===== config.mk =====
export PLATFORM = sky130hd
export DESIGN_NAME = char_action_fsm
export DESIGN_NICKNAME = d
export VERILOG_FILES = /design/src/rtl/char_pkg.sv /design/src/rtl/phase_counter.sv /design/src/rtl/char_action_fsm.sv
export SDC_FILE = /design/constraint.sdc
export NUM_CORES = 1
export LEC_CHECK = 0
export CORE_MARGIN = 2
export CORE_UTILIZATION = 44
export CTS_CLUSTER_DIAMETER = 200
export DETAILED_ROUTE_END_ITERATION = 7
export PLACE_DENSITY = 0.73
export SYNTH_ARGS = -nofsm -noshare
export SYNTH_HDL_FRONTEND = slang
export SYNTH_SLANG_ARGS = --single-unit

===== constraint.sdc =====
create_clock -name CLOCK -period 1.8 [get_ports CLOCK]
set_input_delay 0.18 -clock CLOCK [delete_from_list [all_inputs] [get_ports CLOCK]]
set_output_delay 0.18 -clock CLOCK [all_outputs]
set_load 0.05 [all_outputs]

===== src/rtl/char_pkg.sv =====
// -----------------------------------------------------------------------------
// char_pkg
// Shared definitions for the character action state machine:
//   - state_t    : 4-bit state encodings observed on the STATE port
//   - cnt_op_t   : operations the FSM requests from the phase counter
//   - DEF_*      : default frame-counter width and phase lengths
//   - len_ok()   : range check used to reject bad duration parameters
// -----------------------------------------------------------------------------
package char_pkg;

    typedef enum logic [3:0] {
        ST_IDLE         = 4'd0,
        ST_LEFT         = 4'd1,
        ST_RIGHT        = 4'd2,
        ST_ATK_START    = 4'd3,
        ST_ATK_ACTIVE   = 4'd4,
        ST_ATK_RECOVERY = 4'd5,
        ST_DIR_START    = 4'd6,
        ST_DIR_ACTIVE   = 4'd7,
        ST_DIR_RECOVERY = 4'd8,
        ST_HITSTUN      = 4'd9
    } state_t;

    typedef enum logic [1:0] {
        CNT_HOLD  = 2'd0,
        CNT_CLEAR = 2'd1,
        CNT_LOAD  = 2'd2,
        CNT_DEC   = 2'd3
    } cnt_op_t;

    localparam int DEF_CNT_W      = 5;
    localparam int DEF_N_START    = 5;
    localparam int DEF_N_ACTIVE   = 2;
    localparam int DEF_N_RECOVERY = 16;
    localparam int DEF_D_START    = 4;
    localparam int DEF_D_ACTIVE   = 3;
    localparam int DEF_D_RECOVERY = 15;
    localparam int DEF_N_HITSTUN  = 12;

    // A phase length must be loadable into the counter and last at least one frame.
    function automatic bit len_ok(input int len, input int cnt_w);
        return (len >= 1) && (len <= (1 << cnt_w) - 1);
    endfunction

endpackage


===== src/rtl/phase_counter.sv =====
// -----------------------------------------------------------------------------
// phase_counter
// Frame counter for timed phases. Acts only on cycles where i_tick is high.
// Ports:
//   i_clk, i_rst_n : clock, asynchronous active-low reset (clears to 0)
//   i_tick         : frame-advance enable
//   i_op           : hold / clear / load / decrement request from the FSM
//   i_load_val     : value loaded on CNT_LOAD
//   o_cnt          : frames remaining in the current phase
//   o_done         : current frame is the last one of the phase (count <= 1)
// -----------------------------------------------------------------------------
module phase_counter
    import char_pkg::*;
#(
    parameter int CNT_W = DEF_CNT_W
) (
    input  logic             i_clk,
    input  logic             i_rst_n,
    input  logic             i_tick,
    input  cnt_op_t          i_op,
    input  logic [CNT_W-1:0] i_load_val,
    output logic [CNT_W-1:0] o_cnt,
    output logic             o_done
);

    logic [CNT_W-1:0] r_cnt;

    // NOTE: sequential state uses non-blocking assignments so every register
    // samples pre-edge values, independent of block ordering.
    always_ff @(posedge i_clk or negedge i_rst_n) begin
        if (!i_rst_n) begin
            r_cnt <= '0;
        end else if (i_tick) begin
            case (i_op)
                CNT_CLEAR: r_cnt <= '0;
                CNT_LOAD:  r_cnt <= i_load_val;
                // The FSM only decrements while o_done is low, so no underflow.
                CNT_DEC:   r_cnt <= r_cnt - 1'b1;
                default:   r_cnt <= r_cnt;
            endcase
        end
    end

    assign o_cnt  = r_cnt;
    assign o_done = (r_cnt <= CNT_W'(1));

endmodule


===== src/rtl/char_action_fsm.sv =====
// -----------------------------------------------------------------------------
// char_action_fsm
// Frame-driven fighting-game character controller: idle, walking, neutral
// and directional attacks (start / active / recovery) and hitstun.
// Ports:
//   CLOCK, RESET_N              : clock, asynchronous active-low reset
//   FRAME_TICK                  : one-cycle frame strobe; all state advances on it
//   KEY_LEFT/KEY_RIGHT/KEY_ATTACK : debounced active-high controls
//   HIT_IN                      : character struck this frame (highest priority)
//   STATE                       : current state encoding (char_pkg::state_t)
//   FRAME_CNT                   : frames remaining in the current timed phase
//   ATTACK_ACTIVE               : hitbox live (ATK_ACTIVE or DIR_ACTIVE)
// -----------------------------------------------------------------------------
module char_action_fsm
    import char_pkg::*;
#(
    parameter int CNT_W      = DEF_CNT_W,
    parameter int N_START    = DEF_N_START,
    parameter int N_ACTIVE   = DEF_N_ACTIVE,
    parameter int N_RECOVERY = DEF_N_RECOVERY,
    parameter int D_START    = DEF_D_START,
    parameter int D_ACTIVE   = DEF_D_ACTIVE,
    parameter int D_RECOVERY = DEF_D_RECOVERY,
    parameter int N_HITSTUN  = DEF_N_HITSTUN
) (
    input  logic             CLOCK,
    input  logic             RESET_N,
    input  logic             FRAME_TICK,
    input  logic             KEY_LEFT,
    input  logic             KEY_RIGHT,
    input  logic             KEY_ATTACK,
    input  logic             HIT_IN,
    output logic [3:0]       STATE,
    output logic [CNT_W-1:0] FRAME_CNT,
    output logic             ATTACK_ACTIVE
);

    if (!len_ok(N_START, CNT_W)    || !len_ok(N_ACTIVE, CNT_W)   ||
        !len_ok(N_RECOVERY, CNT_W) || !len_ok(D_START, CNT_W)    ||
        !len_ok(D_ACTIVE, CNT_W)   || !len_ok(D_RECOVERY, CNT_W) ||
        !len_ok(N_HITSTUN, CNT_W)) begin : g_bad_duration
        $error("char_action_fsm: every phase length must be in 1..2**CNT_W-1");
    end

    state_t           r_state;
    state_t           w_next_state;
    cnt_op_t          w_cnt_op;
    logic [CNT_W-1:0] w_load_val;
    logic             w_done;
    logic             w_key_same;
    logic             w_key_opp;

    // While walking: key for the current direction vs. the opposite one.
    assign w_key_same = (r_state == ST_LEFT) ? KEY_LEFT  : KEY_RIGHT;
    assign w_key_opp  = (r_state == ST_LEFT) ? KEY_RIGHT : KEY_LEFT;

    always_ff @(posedge CLOCK or negedge RESET_N) begin
        if (!RESET_N) begin
            r_state <= ST_IDLE;
        end else if (FRAME_TICK) begin
            r_state <= w_next_state;
        end
    end

    // NOTE: every output of this block gets a default first, so no path can
    // leave a signal unassigned and infer a latch.
    always_comb begin
        w_next_state = r_state;
        w_cnt_op     = CNT_HOLD;
        w_load_val   = '0;
        if (HIT_IN) begin
            // A hit overrides everything, including an ongoing hitstun (combo).
            w_next_state = ST_HITSTUN;
            w_cnt_op     = CNT_LOAD;
            w_load_val   = CNT_W'(N_HITSTUN);
        end else begin
            case (r_state)
                ST_IDLE: begin
                    w_cnt_op = CNT_CLEAR;
                    if (KEY_LEFT) begin
                        w_next_state = ST_LEFT;
                    end else if (KEY_RIGHT) begin
                        w_next_state = ST_RIGHT;
                    end else if (KEY_ATTACK) begin
                        w_next_state = ST_ATK_START;
                        w_cnt_op     = CNT_LOAD;
                        w_load_val   = CNT_W'(N_START);
                    end
                end
                ST_LEFT, ST_RIGHT: begin
                    w_cnt_op = CNT_CLEAR;
                    if (KEY_ATTACK) begin
                        w_next_state = ST_DIR_START;
                        w_cnt_op     = CNT_LOAD;
                        w_load_val   = CNT_W'(D_START);
                    end else if (w_key_opp) begin
                        w_next_state = (r_state == ST_LEFT) ? ST_RIGHT : ST_LEFT;
                    end else if (!w_key_same) begin
                        w_next_state = ST_IDLE;
                    end
                end
                // Timed phases: count down, then load the following phase length.
                ST_ATK_START, ST_ATK_ACTIVE, ST_DIR_START, ST_DIR_ACTIVE: begin
                    w_cnt_op = CNT_DEC;
                    if (w_done) begin
                        w_cnt_op = CNT_LOAD;
                        case (r_state)
                            ST_ATK_START: begin
                                w_next_state = ST_ATK_ACTIVE;
                                w_load_val   = CNT_W'(N_ACTIVE);
                            end
                            ST_ATK_ACTIVE: begin
                                w_next_state = ST_ATK_RECOVERY;
                                w_load_val   = CNT_W'(N_RECOVERY);
                            end
                            ST_DIR_START: begin
                                w_next_state = ST_DIR_ACTIVE;
                                w_load_val   = CNT_W'(D_ACTIVE);
                            end
                            default: begin
                                w_next_state = ST_DIR_RECOVERY;
                                w_load_val   = CNT_W'(D_RECOVERY);
                            end
                        endcase
                    end
                end
                ST_ATK_RECOVERY, ST_DIR_RECOVERY, ST_HITSTUN: begin
                    w_cnt_op = CNT_DEC;
                    if (w_done) begin
                        w_next_state = ST_IDLE;
                        w_cnt_op     = CNT_CLEAR;
                    end
                end
                default: begin
                    // Unused encodings recover to IDLE.
                    w_next_state = ST_IDLE;
                    w_cnt_op     = CNT_CLEAR;
                end
            endcase
        end
    end

    phase_counter #(
        .CNT_W (CNT_W)
    ) u_phase_counter (
        .i_clk      (CLOCK),
        .i_rst_n    (RESET_N),
        .i_tick     (FRAME_TICK),
        .i_op       (w_cnt_op),
        .i_load_val (w_load_val),
        .o_cnt      (FRAME_CNT),
        .o_done     (w_done)
    );

    assign STATE         = r_state;
    assign ATTACK_ACTIVE = (r_state == ST_ATK_ACTIVE) || (r_state == ST_DIR_ACTIVE);

endmodule


# After elaboration in Yosys (flattened, before gate mapping)
# Index checks and enable logic that the tools add are counted.
# W data, S select, Z words.
# word_totals
register_bits,9
in_bits,7
out_inout_bits,10
wordCells,58
# classes
addsub,1
n_lt_le_gt_ge,1
eq_ne,16
muxes,30
n_reduce_logical,8
# ops
cell,count
$pmux W5 S3,3
$mux W4,9
$eq A4 B3 Y1 const B,4
$pmux W4 S4,1
$mux W2,6
$mux W3,4
$pmux W4 S3,1
$mux W5,2
$ne A5 B5 Y1 const B,2
$eq A4 B2 Y1 const B,2
$eq A4 B4 Y1 const B,2
$pmux W2 S4,1
$ne A3 B2 Y1 const B,2
$le A5 B1 Y1 const B,1
$reduce_and A5 Y1,1
$sub A5 B1 Y5 const B,1
$eq A2 B2 Y1 const B,2
$eq A4 B1 Y1 const B,1
$logic_not A4 Y1,1
$reduce_or A4 Y1,1
$mux W1,3
$reduce_bool A3 Y1,1
$reduce_or A3 Y1,1
$eq A2 B1 Y1 const B,1
other kinds (3),3

# Depth between registers and ports, before layout
# depth
word_depth,8
depth_mapped,7
depth_no_buf,7

# By module
# Synthesis repeated with hierarchy kept, for this count alone.
# hier_totals
hier_cells,116
hier_area_um2,890.9
# modules_own_cells
mod,n_inst,cells_each,area_each_um2,seq_area_each_um2
char_action_fsm,1,74,494.2,100.1
phase_counter,1,42,396.6,125.1

# Least setup slack after synthesis
# No wires, ideal clock.
# synth_timing
path_type,reg-to-reg
from,"register u_phase_counter.r_cnt[1], in the netlist u_phase_counter.o_cnt[1]"
to,"register u_phase_counter.r_cnt[2], in the netlist u_phase_counter.o_cnt[2]"
setup_ns,0.126
arrival_ns,1.977
required_ns,1.674
slack_ns,-0.303
path_stages_with_launch,8
path_buffers,0
period_less_slack_ns,2.103
cell_sequence,dfrtp_1 inv_1 ha_1 o21ba_2 o211ai_4 a21oi_1 o31ai_1 a221o_1
# synth_between
elab_chain_cells,7
elab_cells_between_ends,15
classes_between,1 x add/sub; 1 x order compare; 3 x eq/ne; 8 x mux; 2 x reduce/logical
# synth_lines
element,line_no,text
from (decl),phase_counter.sv:26,logic [CNT_W-1:0] r_cnt;
from (signal assigned),phase_counter.sv:36,CNT_LOAD: r_cnt <= i_load_val;
from (signal assigned),phase_counter.sv:38,CNT_DEC: r_cnt <= r_cnt - 1'b1;
from (signal assigned),phase_counter.sv:39,default: r_cnt <= r_cnt;
$le A5 B1 Y1,phase_counter.sv:45,assign o_done = (r_cnt <= CNT_W'(1));
$mux W1 / $mux W2 (equally long branches),"char_action_fsm.sv:105, char_action_fsm.sv:129",
$pmux W2 S4,char_action_fsm.sv:77,case (r_state)
$mux W2,char_action_fsm.sv:71,if (HIT_IN) begin
$eq A2 B1 Y1 / $eq A2 B2 Y1 (equally long branches),phase_counter.sv:34,case (i_op)
$reduce_bool A3 Y1 (no source line),--,
$reduce_and A2 Y1 (no source line),--,
# Parallel ways exist; a longest one is shown, timed or not.
# A chain may end at the register's enable or synchronous reset.

# Worst setup path after layout
# Ends and elaborated chain as after synthesis.

==> flow_metrics.py <==
metrics = {
    "worst_setup_path": {
        "path_class": "flip-flop to flip-flop",
        "crit_path_end_kind": "flip-flop",
        "cp-start-kind": "flip-flop",
        "critPathMaxFanout": 5,
        "critical_path_arrival_ps": 1890,
        "cp.required_ps": 1940,
        "r2r_slack_ps": 50,
    },
    "cells_and_area": {
        "finalNetCount": 139,
        "design_area_sq_um": 1150,
        "fillers": 159,
        "area_delta_synth_final_pct": 42.48,
        "drive_gt1_share_pct": 31.78,
        "final_common_cell": "buf_4",
        "final_cell_mix": "18 x buf_4, 13 x nor2_1, 10 x o21ai_0, 10 x clkdlybuf4s50_1, 8 x dfrtp_2",
        "antenna_cells": 0,
        "seq_area_sq_um": 235.2,
        "multiInputGateArea_sq_um": 579.3,
    },
    "route": {
        "via_per_inst": 5.708,
        "vias": 879,
        "ant_nets": 0,
        "first_iter_violations": 40,
        "wl_per_cell_microns": 14.44,
        "drt_first_pass_iters": 4,
        "drc": 0,
        "drt_wl_total_microns": 2224,
    },
    "timing": {
        "finalHoldViolCount": 0,
        "timing.final.crit_share_pct": 97.14,
        "rsz0062_at_grt": "true",
        "maxSlewViolCount": 0,
        "slew_headroom_pct": 66.86,
        "setup_viol": 0,
        "max_slew.worst_pin.slew_ps": 495.5,
        "fmax_mhz": 571.9,
        "fin_worst_skew_ps": 6.431,
        "layout_setup_ws_ps": 51.53,
        "min_period_ps": 1748,
    },
    "clock_network": {
        "cts_hold_buf": 0,
        "cts.sinks": 9,
        "numCtsBuffers": 3,
        "ctsLongestPathBuffers": 2,
        "clkSlewWorstSetupHoldPaths_ps": 70,
        "cts_htree_levels": 1,
        "clockRootBuffer": "clkbuf_4",
        "cts_tree": "done",
        "clkLatencyLatePin_ps": 260,
    },
    "outcome": {
        "status": "completed",
    },
    "floorplanning": {
        "die_y_microns": 46.83,
        "placement_rows": 15,
        "dieArea_sq_um": 2193,
        "die_w_microns": 46.83,
        "core_area_sq_um": 1727,
        "io_pins": 17,
        "start_util_pct": 46.74,
    },
    "global_route": {
        "grt_usage_pct": 22.53,
        "grt_max_degree": 15,
        "antenna_found_initial": 0,
        "grt_pass1_vias": 799,
        "overflow": 0,
        "grt_pass1_wl_microns": 3477,
    },
    "yosys": {
        "synth_cells": 101,
        "yosysWarnings": 0,
        "seq_area_frac_synth_pct": 27.91,
        "async_reset_ff_share_pct": 100.0,
        "synth.avg_cell_area_sq_um": 7.990,
        "netlist_area_sq_um": 807.0,
        "synth.net_count": 110,
        "synth_ff_type": "dfrtp_1",
        "synth_cell_types": 40,
        "ys_ff_latch": 9,
        "synth_edf_count": 0,
    },
    "place": {
        "dpl_cell_area_sq_um": 1072,
        "post-place-ws_ps": 25.83,
        "port_buffers": 16,
        "gp_congestion": 0.8430,
        "detailed_place_hpwl_microns": 1667,
    },
    "job": {
        "cap_violations": 0,
    },
    "power_and_ir_drop": {
        "p_leak_nw": 0.4496,
        "power.density_nw_per_um2": 1707,
        "ir_worst_vdd_v": 0.0009831,
    },
    "hold_path": {
        "min_path_type": "input pin to async pin",
    },
}
## through the flow
stage                     power [W]  hold WS (ps)  TNS (ps)  instances  utilization, %
after floorplan            0.001276        -115.6    -91.77        101               -
after global placement     0.001656         515.5         0        148           62.10
after detailed placement   0.001679         519.0         0        148           62.10
after CTS                  0.001849         231.3         0        152           63.62
after global routing       0.002101         254.0    -89.89        154           66.59
final                      0.001963         231.6         0        154           66.59
## synth_stat cells (2+ instances only)
cell type / n / area share, %
o2bb2ai_1: 2 / 2.2
nor3_1: 4 / 2.5
ha_1: 2 / 3.1
a31oi_1: 3 / 2.3
nor2_1: 13 / 6.0
inv_1: 6 / 2.8
o21ai_1: 2 / 1.2
clkbuf_1: 2 / 0.93
a21oi_1: 3 / 1.9
o21ai_0: 10 / 6.2
a221o_1: 2 / 2.5
nand2_1: 7 / 3.3
nand2b_1: 6 / 4.7
dfrtp_1: 9 / 28
buf_2: 4 / 2.5
o31ai_1: 2 / 1.9
## worst paths after layout
kind                                           from                       end  depth (start not counted)
setup / recovery           u_phase_counter.o_cnt[1]  u_phase_counter.o_cnt[2]                          7
hold / removal                              RESET_N                  STATE[1]                          1
setup reg to reg           u_phase_counter.o_cnt[1]  u_phase_counter.o_cnt[2]                          7
hold reg to reg            u_phase_counter.o_cnt[4]  u_phase_counter.o_cnt[4]                          2
max in group asynchronous                   RESET_N  u_phase_counter.o_cnt[2]                          1
min in group CLOCK         u_phase_counter.o_cnt[4]  u_phase_counter.o_cnt[4]                          2
## power by group
part           switching (W)  leakage, nW  total [W]  internal, W
logic               0.000833        0.333    0.00140     0.000563
registers           0.000115        0.102   0.000405     0.000290
clock network      0.0000765       0.0150   0.000162    0.0000856
total                0.00102        0.450    0.00196     0.000938
## metal layers
layer	vias up	global-route usage (%)	wire (microns)
met1	403	29.14	995
met2	36	35.89	1067
met4	0	8.333	29
met3	4	6.154	131
met5	-	0	0
li1	436	-	-
## registers in the layout, summed over array words and instances, names as in the netlist
name / flops
u_phase_counter.o_cnt: 5
STATE: 4
## critical path, cell delays in order, from the launching register on
cell      delay (ps)
dfrtp_2          400
inv_1             80
ha_1             160
o21ba_4          180
o211ai_4         290
nor2_4            60
and4b_1          210
a221o_1          260
## cell type report
class                      instances  share of cell area, %
multi-input combinational         81                  50.38
timing repair buffer              29                  22.20
sequential                         9                  20.46
tap                               25                  2.720
clock buffer                       4                  2.285
inverter                           6                  1.959
## cells by family after synthesis
| group | share of synthesized area [%] |
|---|---|
| buf+inv | 6.202 |
| compound gates | 33.64 |
| fa+ha+maj | 3.100 |
| mux | 1.240 |
| flops | 27.91 |
| simple gates | 26.82 |
| xor+xnor | 1.085 |
## timing repair
item / CTS / global route
endpoints found under the setup margin: 0 / 7
setup buffers: 0 / 1
resized for setup: 0 / 8
No activity file was read; power rests on OpenSTA's default activity.
